[src/rtl/sc_frogger_pkg.sv]
// Shared constants for the Frogger lives/levels datapath.
// Sizes, initial values and holdoff lengths for sim and synthesis.
package sc_frogger_pkg;

  localparam int FROG_LIVES_INIT = 3;
  localparam int FROG_LEVELS_MAX = 4;
  localparam int FROG_LIVES_W    = 3;
  localparam int FROG_LEVEL_W    = 3;

  localparam int FROG_HOLDOFF_CYCLES_SIM = 8;
  localparam int FROG_HOLDOFF_CYCLES_SYN = 25_000_000;

  // Holdoff counter width; a disabled holdoff still gets one bit
  // so the register never collapses to zero width.
  function automatic int hold_w(input int n);
    if (n < 1) return 1;
    return $clog2(n + 1);
  endfunction

endpackage

[src/rtl/sc_falling_edge_detect.sv]
// Falling-edge detector for an active-low strobe.
// Ports: clock, async active-high reset, strobe in, one-cycle event out.
module sc_falling_edge_detect (
  input  logic SC_STATEMACHINEGENERAL_CLOCK_50,
  input  logic SC_STATEMACHINEGENERAL_RESET_InHigh,
  input  logic SC_EDGE_strobe_InLow,
  output logic SC_EDGE_event_Out
);

  logic hist_q;

  // History resets inactive and samples every cycle, clear or not.
  always_ff @(posedge SC_STATEMACHINEGENERAL_CLOCK_50 or
              posedge SC_STATEMACHINEGENERAL_RESET_InHigh) begin
    if (SC_STATEMACHINEGENERAL_RESET_InHigh)
      hist_q <= 1'b1;
    else
      hist_q <= SC_EDGE_strobe_InLow;
  end

  assign SC_EDGE_event_Out = hist_q & ~SC_EDGE_strobe_InLow;

endmodule

[src/rtl/sc_lives_levels_counter.sv]
// Lives / level counters with post-death holdoff for the Frogger FSM.
// Ports: clock, async reset, active-low clear/dec/inc, counts, flags, holdoff.
module sc_lives_levels_counter
  import sc_frogger_pkg::*;
#(
  parameter int LIVES_INIT     = FROG_LIVES_INIT,
  parameter int LEVELS_MAX     = FROG_LEVELS_MAX,
  parameter int LIVES_W        = FROG_LIVES_W,
  parameter int LEVEL_W        = FROG_LEVEL_W,
  parameter int HOLDOFF_CYCLES = FROG_HOLDOFF_CYCLES_SIM
) (
  input  logic               SC_STATEMACHINEGENERAL_CLOCK_50,
  input  logic               SC_STATEMACHINEGENERAL_RESET_InHigh,
  input  logic               SC_LIVESLEVELS_clear_InLow,
  input  logic               SC_LIVESLEVELS_livesDec_InLow,
  input  logic               SC_LIVESLEVELS_levelInc_InLow,
  output logic [LIVES_W-1:0] SC_LIVESLEVELS_lives_Out,
  output logic [LEVEL_W-1:0] SC_LIVESLEVELS_level_Out,
  output logic               SC_STATEMACHINEGENERAL_COMPARATOR_LIVES,
  output logic               SC_STATEMACHINEGENERAL_COMPARATOR_LEVELS,
  output logic               SC_LIVESLEVELS_holdoff_Out
);

  localparam int HW = hold_w(HOLDOFF_CYCLES);

  localparam logic [LIVES_W-1:0] LIVES_RST = LIVES_W'(LIVES_INIT);
  localparam logic [LEVEL_W-1:0] LVL_MAX   = LEVEL_W'(LEVELS_MAX);
  localparam logic [HW-1:0]      HOLD_LD   = HW'(HOLDOFF_CYCLES);

  localparam logic CL_RST = (LIVES_INIT == 0);
  localparam logic CV_RST = (LEVELS_MAX == 0);

  logic dec_ev;
  logic inc_ev;

  logic [LIVES_W-1:0] lives_q;
  logic [LIVES_W-1:0] lives_d;
  logic [LEVEL_W-1:0] level_q;
  logic [LEVEL_W-1:0] level_d;
  logic [HW-1:0]      hold_q;
  logic [HW-1:0]      hold_d;

  logic cl_q;
  logic cv_q;
  logic ho_q;

  logic dec_ok;
  logic inc_ok;

  sc_falling_edge_detect u_dec_edge (
    .SC_STATEMACHINEGENERAL_CLOCK_50     (SC_STATEMACHINEGENERAL_CLOCK_50),
    .SC_STATEMACHINEGENERAL_RESET_InHigh (SC_STATEMACHINEGENERAL_RESET_InHigh),
    .SC_EDGE_strobe_InLow                (SC_LIVESLEVELS_livesDec_InLow),
    .SC_EDGE_event_Out                   (dec_ev)
  );

  sc_falling_edge_detect u_inc_edge (
    .SC_STATEMACHINEGENERAL_CLOCK_50     (SC_STATEMACHINEGENERAL_CLOCK_50),
    .SC_STATEMACHINEGENERAL_RESET_InHigh (SC_STATEMACHINEGENERAL_RESET_InHigh),
    .SC_EDGE_strobe_InLow                (SC_LIVESLEVELS_levelInc_InLow),
    .SC_EDGE_event_Out                   (inc_ev)
  );

  // Saturating at 0 also means a dead player never arms the holdoff.
  assign dec_ok = dec_ev && (lives_q != '0) && (hold_q == '0);
  assign inc_ok = inc_ev && (level_q != LVL_MAX);

  always_comb begin
    lives_d = lives_q;
    level_d = level_q;
    hold_d  = hold_q;
    if (!SC_LIVESLEVELS_clear_InLow) begin
      lives_d = LIVES_RST;
      level_d = '0;
      hold_d  = '0;
    end else begin
      if (dec_ok) begin
        lives_d = lives_q - 1'b1;
        hold_d  = HOLD_LD;
      end else if (hold_q != '0) begin
        hold_d  = hold_q - 1'b1;
      end
      if (inc_ok)
        level_d = level_q + 1'b1;
    end
  end

  // Flags come from next-state values so they land with the counts.
  always_ff @(posedge SC_STATEMACHINEGENERAL_CLOCK_50 or
              posedge SC_STATEMACHINEGENERAL_RESET_InHigh) begin
    if (SC_STATEMACHINEGENERAL_RESET_InHigh) begin
      lives_q <= LIVES_RST;
      level_q <= '0;
      hold_q  <= '0;
      cl_q    <= CL_RST;
      cv_q    <= CV_RST;
      ho_q    <= 1'b0;
    end else begin
      lives_q <= lives_d;
      level_q <= level_d;
      hold_q  <= hold_d;
      cl_q    <= (lives_d == '0);
      cv_q    <= (level_d == LVL_MAX);
      ho_q    <= (hold_d != '0);
    end
  end

  assign SC_LIVESLEVELS_lives_Out                 = lives_q;
  assign SC_LIVESLEVELS_level_Out                 = level_q;
  assign SC_STATEMACHINEGENERAL_COMPARATOR_LIVES  = cl_q;
  assign SC_STATEMACHINEGENERAL_COMPARATOR_LEVELS = cv_q;
  assign SC_LIVESLEVELS_holdoff_Out               = ho_q;

endmodule

[config.mk]
export PLATFORM = sky130hd
export DESIGN_NAME = sc_lives_levels_counter
export DESIGN_NICKNAME = d
export VERILOG_FILES = /design/src/rtl/sc_frogger_pkg.sv /design/src/rtl/sc_falling_edge_detect.sv /design/src/rtl/sc_lives_levels_counter.sv
export SDC_FILE = /design/constraint.sdc
export NUM_CORES = 1
export LEC_CHECK = 0
export BUFFER_PORTS_ARGS = -buffer_cell sky130_fd_sc_hd__buf_4
export CAP_MARGIN = 20
export CORE_MARGIN = 1.5
export CORE_UTILIZATION = 35
export DETAILED_ROUTE_END_ITERATION = 10
export GPL_TIMING_DRIVEN = 1
export HOLD_SLACK_MARGIN = 0.02
export SETUP_SLACK_MARGIN = 0.15
export SYNTH_ARGS = -nofsm -noshare
export SYNTH_HDL_FRONTEND = slang
export SYNTH_SLANG_ARGS = --single-unit
[constraint.sdc]
create_clock -name SC_STATEMACHINEGENERAL_CLOCK_50 -period 2.2 [get_ports SC_STATEMACHINEGENERAL_CLOCK_50]
set_input_delay 0.11 -clock SC_STATEMACHINEGENERAL_CLOCK_50 [delete_from_list [all_inputs] [get_ports SC_STATEMACHINEGENERAL_CLOCK_50]]
set_output_delay 0.11 -clock SC_STATEMACHINEGENERAL_CLOCK_50 [all_outputs]
set_load 0.03 [all_outputs]
==> qor.txt <==
Setup crit end -> SC_STATEMACHINEGENERAL_COMPARATOR_LIVES$_DFF_PP0_
Max-slew violation count -> 0
Run status -> finished, final reports clean
Critical Path RT -> 2.37 ns
Slew headroom -> 0.624
Instance count on the critical path -> 6
Initial antenna violation count -> 0
Antenna diodes -> 0
R2r worst-path depth -> 6
Cell area power density -> 993 mW/mm2
Final Core Density -> 0.456
Max Buffers Root-to-Sink -> 2
Critical Path End Type -> register
H-tree depth -> 1
Mean routed wirelength per cell -> 11.4 um
CP bufs+invs -> 1
CTS tree -> done
Final hold viol count -> 0
Mapped Nets -> 93
Vias per std cell -> 4.95
Detailed Route WL -> 1480 um
Area grow syn2layout -> 23.6%
Num Clock Sinks -> 15
Minimum clock period -> 1.86 ns
Share of layout cells above drive strength 1 -> 0.235
Max Clock Freq -> 538 MHz
Gp weighted congestion -> 0.801
Setup violations, final -> 0
Tightest Pin Transition -> 0.563 ns
Core area -> 0.00221 mm2
Cells along the critical path -> inv_1 > ha_1 > or3b_1 > or3_4 > o31ai_2 > nor3b_1
Max incr delay on CP -> 0.41 ns
Cell Area, Synth -> 817 um2
PortBufs -> 13
DRT Pass-1 Iters -> 4
Largest net degree at the start of global routing -> 18
Syn. warnings -> 0
CP top delay family -> simple AND/OR/NAND/NOR gates
P_leak -> 0.493 nW
FF-to-FF setup slack -> 0.34 ns
Number of synthesized register bits -> 15
DP HPWL -> 1040 um
CTS clock-pin slew for the worst setup and hold paths -> 0.08 ns
Worst-path maximum fanout -> 5
Root buf cell -> clkbuf_4
Seq/Total Area, Yosys -> 0.466
Commonest non-fill, non-tap cell in the layout -> buf_4
Vias in the first global route -> 613
Critical Path AT -> 2.03 ns
Critical path origin -> hold_q[0]$_DFF_PP0_
Most frequent cells in the layout -> 14 x buf_4, 11 x dfrtp_1, 11 x inv_1
Reg-to-Reg End -> SC_STATEMACHINEGENERAL_COMPARATOR_LIVES$_DFF_PP0_
Crit path max-delay cell type -> dfrtp_1
Top cells by area, synth -> dfrtp_1 34%, dfstp_2 13%, ha_1 7.7%
Area leader, netlist -> dfrtp_1
Post-synth top area share -> 0.337
Area of the multi-input gates -> 392 um2
Cells after Synth -> 83
RSZ-0062 raised after global routing -> false
Initial drt markers -> 8
FF+latch area -> 380 um2
Worst-skew pair later-pin latency -> 0.28 ns
Die area -> 0.00263 mm2
First-pass GRT wire length -> 2530 um
Critical path type -> reg2reg
Worst Setup Start Kind -> register
TritonCTS Buffers -> 3
Peak supply drop -> 561 uV
Layout Skew -> 0.00372 ns
GRT Resource Usage Total -> 0.127
DRC violations left -> 0
Hold Path Origin -> SC_LIVESLEVELS_clear_InLow
Worst R2R Start -> hold_q[0]$_DFF_PP0_
Setup TNS -> 0 ns
Die W -> 51.3 um
Routed Antenna Nets -> 0
Initial core utilization -> 0.369
DR vias -> 643
Grt ovf -> 0
Setup bufs post-CTS -> 0
Max-Cap Viols -> 0
Period utilisation layout -> 0.845
Avg Cell Area, Syn -> 9.84 um2
Chip Height -> 51.3 um
FILL cells -> 214
Synth cell types -> 35
Hold Path Class -> in2reg
Num ports -> 14
Row count -> 17
Nets -> 113
==> cell families after synthesis <==
logic type,synth area share
DFF,0.466
adders and majority gates,0.0766
and+or+nand+nor,0.199
buffers and inverters,0.0612
muxes,0.0245
xor gates and xnor gates,0.0214
AOI/OAI and AO/OA,0.152
==> metrics by stage <==
| stage | cells | setup WS [ns] | hold WS (ns) | area, um2 | total power [W] |
|---|---|---|---|---|---|
| CTS | 130 | 0.278 | 0.0743 | 1000 | 0.00101 |
| global route | 130 | 0.186 | 0.0860 | 1010 | 0.00109 |
| global placement | 123 | 0.335 | 0.200 | 948 | 0.000833 |
| floorplan | 83 | 0.228 | 0.00862 | 817 | 0.000727 |
| detailed placement | 123 | 0.309 | 0.209 | 948 | 0.000841 |
| finish | 130 | 0.340 | 0.0768 | 1010 | 0.00100 |
==> flip-flops by register name (all words and copies together) (netlist names) <==
| register | count |
|---|---|
| SC_LIVESLEVELS_holdoff_Out | 1 |
| SC_LIVESLEVELS_level_Out | 3 |
| SC_LIVESLEVELS_lives_Out | 3 |
| SC_STATEMACHINEGENERAL_COMPARATOR_LEVELS | 1 |
| SC_STATEMACHINEGENERAL_COMPARATOR_LIVES | 1 |
| hold_q | 4 |
| u_dec_edge.hist_q | 1 |
| u_inc_edge.hist_q | 1 |
==> where the power goes <==
| group | total, W | internal, W | switching [W] | leakage [nW] |
|---|---|---|---|---|
| clock network | 0.000156 | 0.0000705 | 0.0000860 | 0.0150 |
| logic | 0.000458 | 0.000204 | 0.000255 | 0.289 |
| registers | 0.000388 | 0.000338 | 0.0000500 | 0.189 |
| total | 0.00100 | 0.000612 | 0.000391 | 0.493 |
==> per-layer routing <==
layer | vias to the layer above | global-route usage | share of wire | routed length, um
met5 | - | 0 | 0 | 0
met4 | 0 | 0.0570 | 0.010 | 15
met3 | 2 | 0.0322 | 0.057 | 84
met2 | 19 | 0.206 | 0.48 | 703
met1 | 298 | 0.160 | 0.46 | 676
li1 | 324 | - | - | -
==> area by class of cell <==
type	count	area share
Timing Repair Buffer	17	0.134
Inverter	11	0.0409
Clock buffer	4	0.0260
Tap cell	28	0.0347
Multi-Input combinational cell	55	0.388
Sequential cell	15	0.377
==> worst min path at each step <==
stage	endpoint	slack [ns]	depth (start not counted)
finish	SC_LIVESLEVELS_lives_Out[0]$_DFF_PP1_	0.08	2
global route	SC_LIVESLEVELS_lives_Out[0]$_DFF_PP1_	0.09	2
CTS	SC_LIVESLEVELS_lives_Out[0]$_DFF_PP1_	0.07	2
detailed placement	hold_q[2]$_DFF_PP0_	0.21	2
global placement	hold_q[2]$_DFF_PP0_	0.20	2
floorplan	SC_LIVESLEVELS_holdoff_Out$_DFF_PP0_	0.009	1
==> worst register-to-register path, stage by stage, from the launching register on <==
cell	delay, ns
dfrtp_1	0.41
inv_1	0.07
ha_1	0.15
or3b_1	0.40
or3_4	0.38
o31ai_2	0.26
nor3b_1	0.08
==> synth_stat cells <==
| master | count |
|---|---|
| dfrtp_1 | 11 |
| inv_1 | 11 |
| nand2_1 | 8 |
| ha_1 | 5 |
| dfstp_2 | 4 |
| nor2_1 | 4 |
| nand2b_1 | 3 |
| a211oi_1 | 2 |
| a21oi_1 | 2 |
| a31oi_1 | 2 |
| mux2i_1 | 2 |
| nand3b_1 | 2 |
| nor2b_1 | 2 |
| nor3b_1 | 2 |
| o21ai_0 | 2 |
| or3_1 | 2 |
| a2111oi_0 | 1 |
| a21boi_0 | 1 |
| and2_1 | 1 |
| and3_1 | 1 |
| buf_2 | 1 |
| clkbuf_1 | 1 |
| nor4_1 | 1 |
| nor4bb_1 | 1 |
| o211a_1 | 1 |
| o211ai_1 | 1 |
| o21a_1 | 1 |
| o22ai_1 | 1 |
| o311ai_0 | 1 |
| o31ai_1 | 1 |
| o31ai_2 | 1 |
| or2_2 | 1 |
| or3b_1 | 1 |
| xnor2_1 | 1 |
| xor2_1 | 1 |
==> repair_timing <==
item                                    CTS  global route
gates resized for setup                   0             2
hold buffers                              3             0
endpoints found under the setup margin    0             1
endpoints found under the hold margin    13             0
No activity file was read; power rests on OpenSTA's default activity.
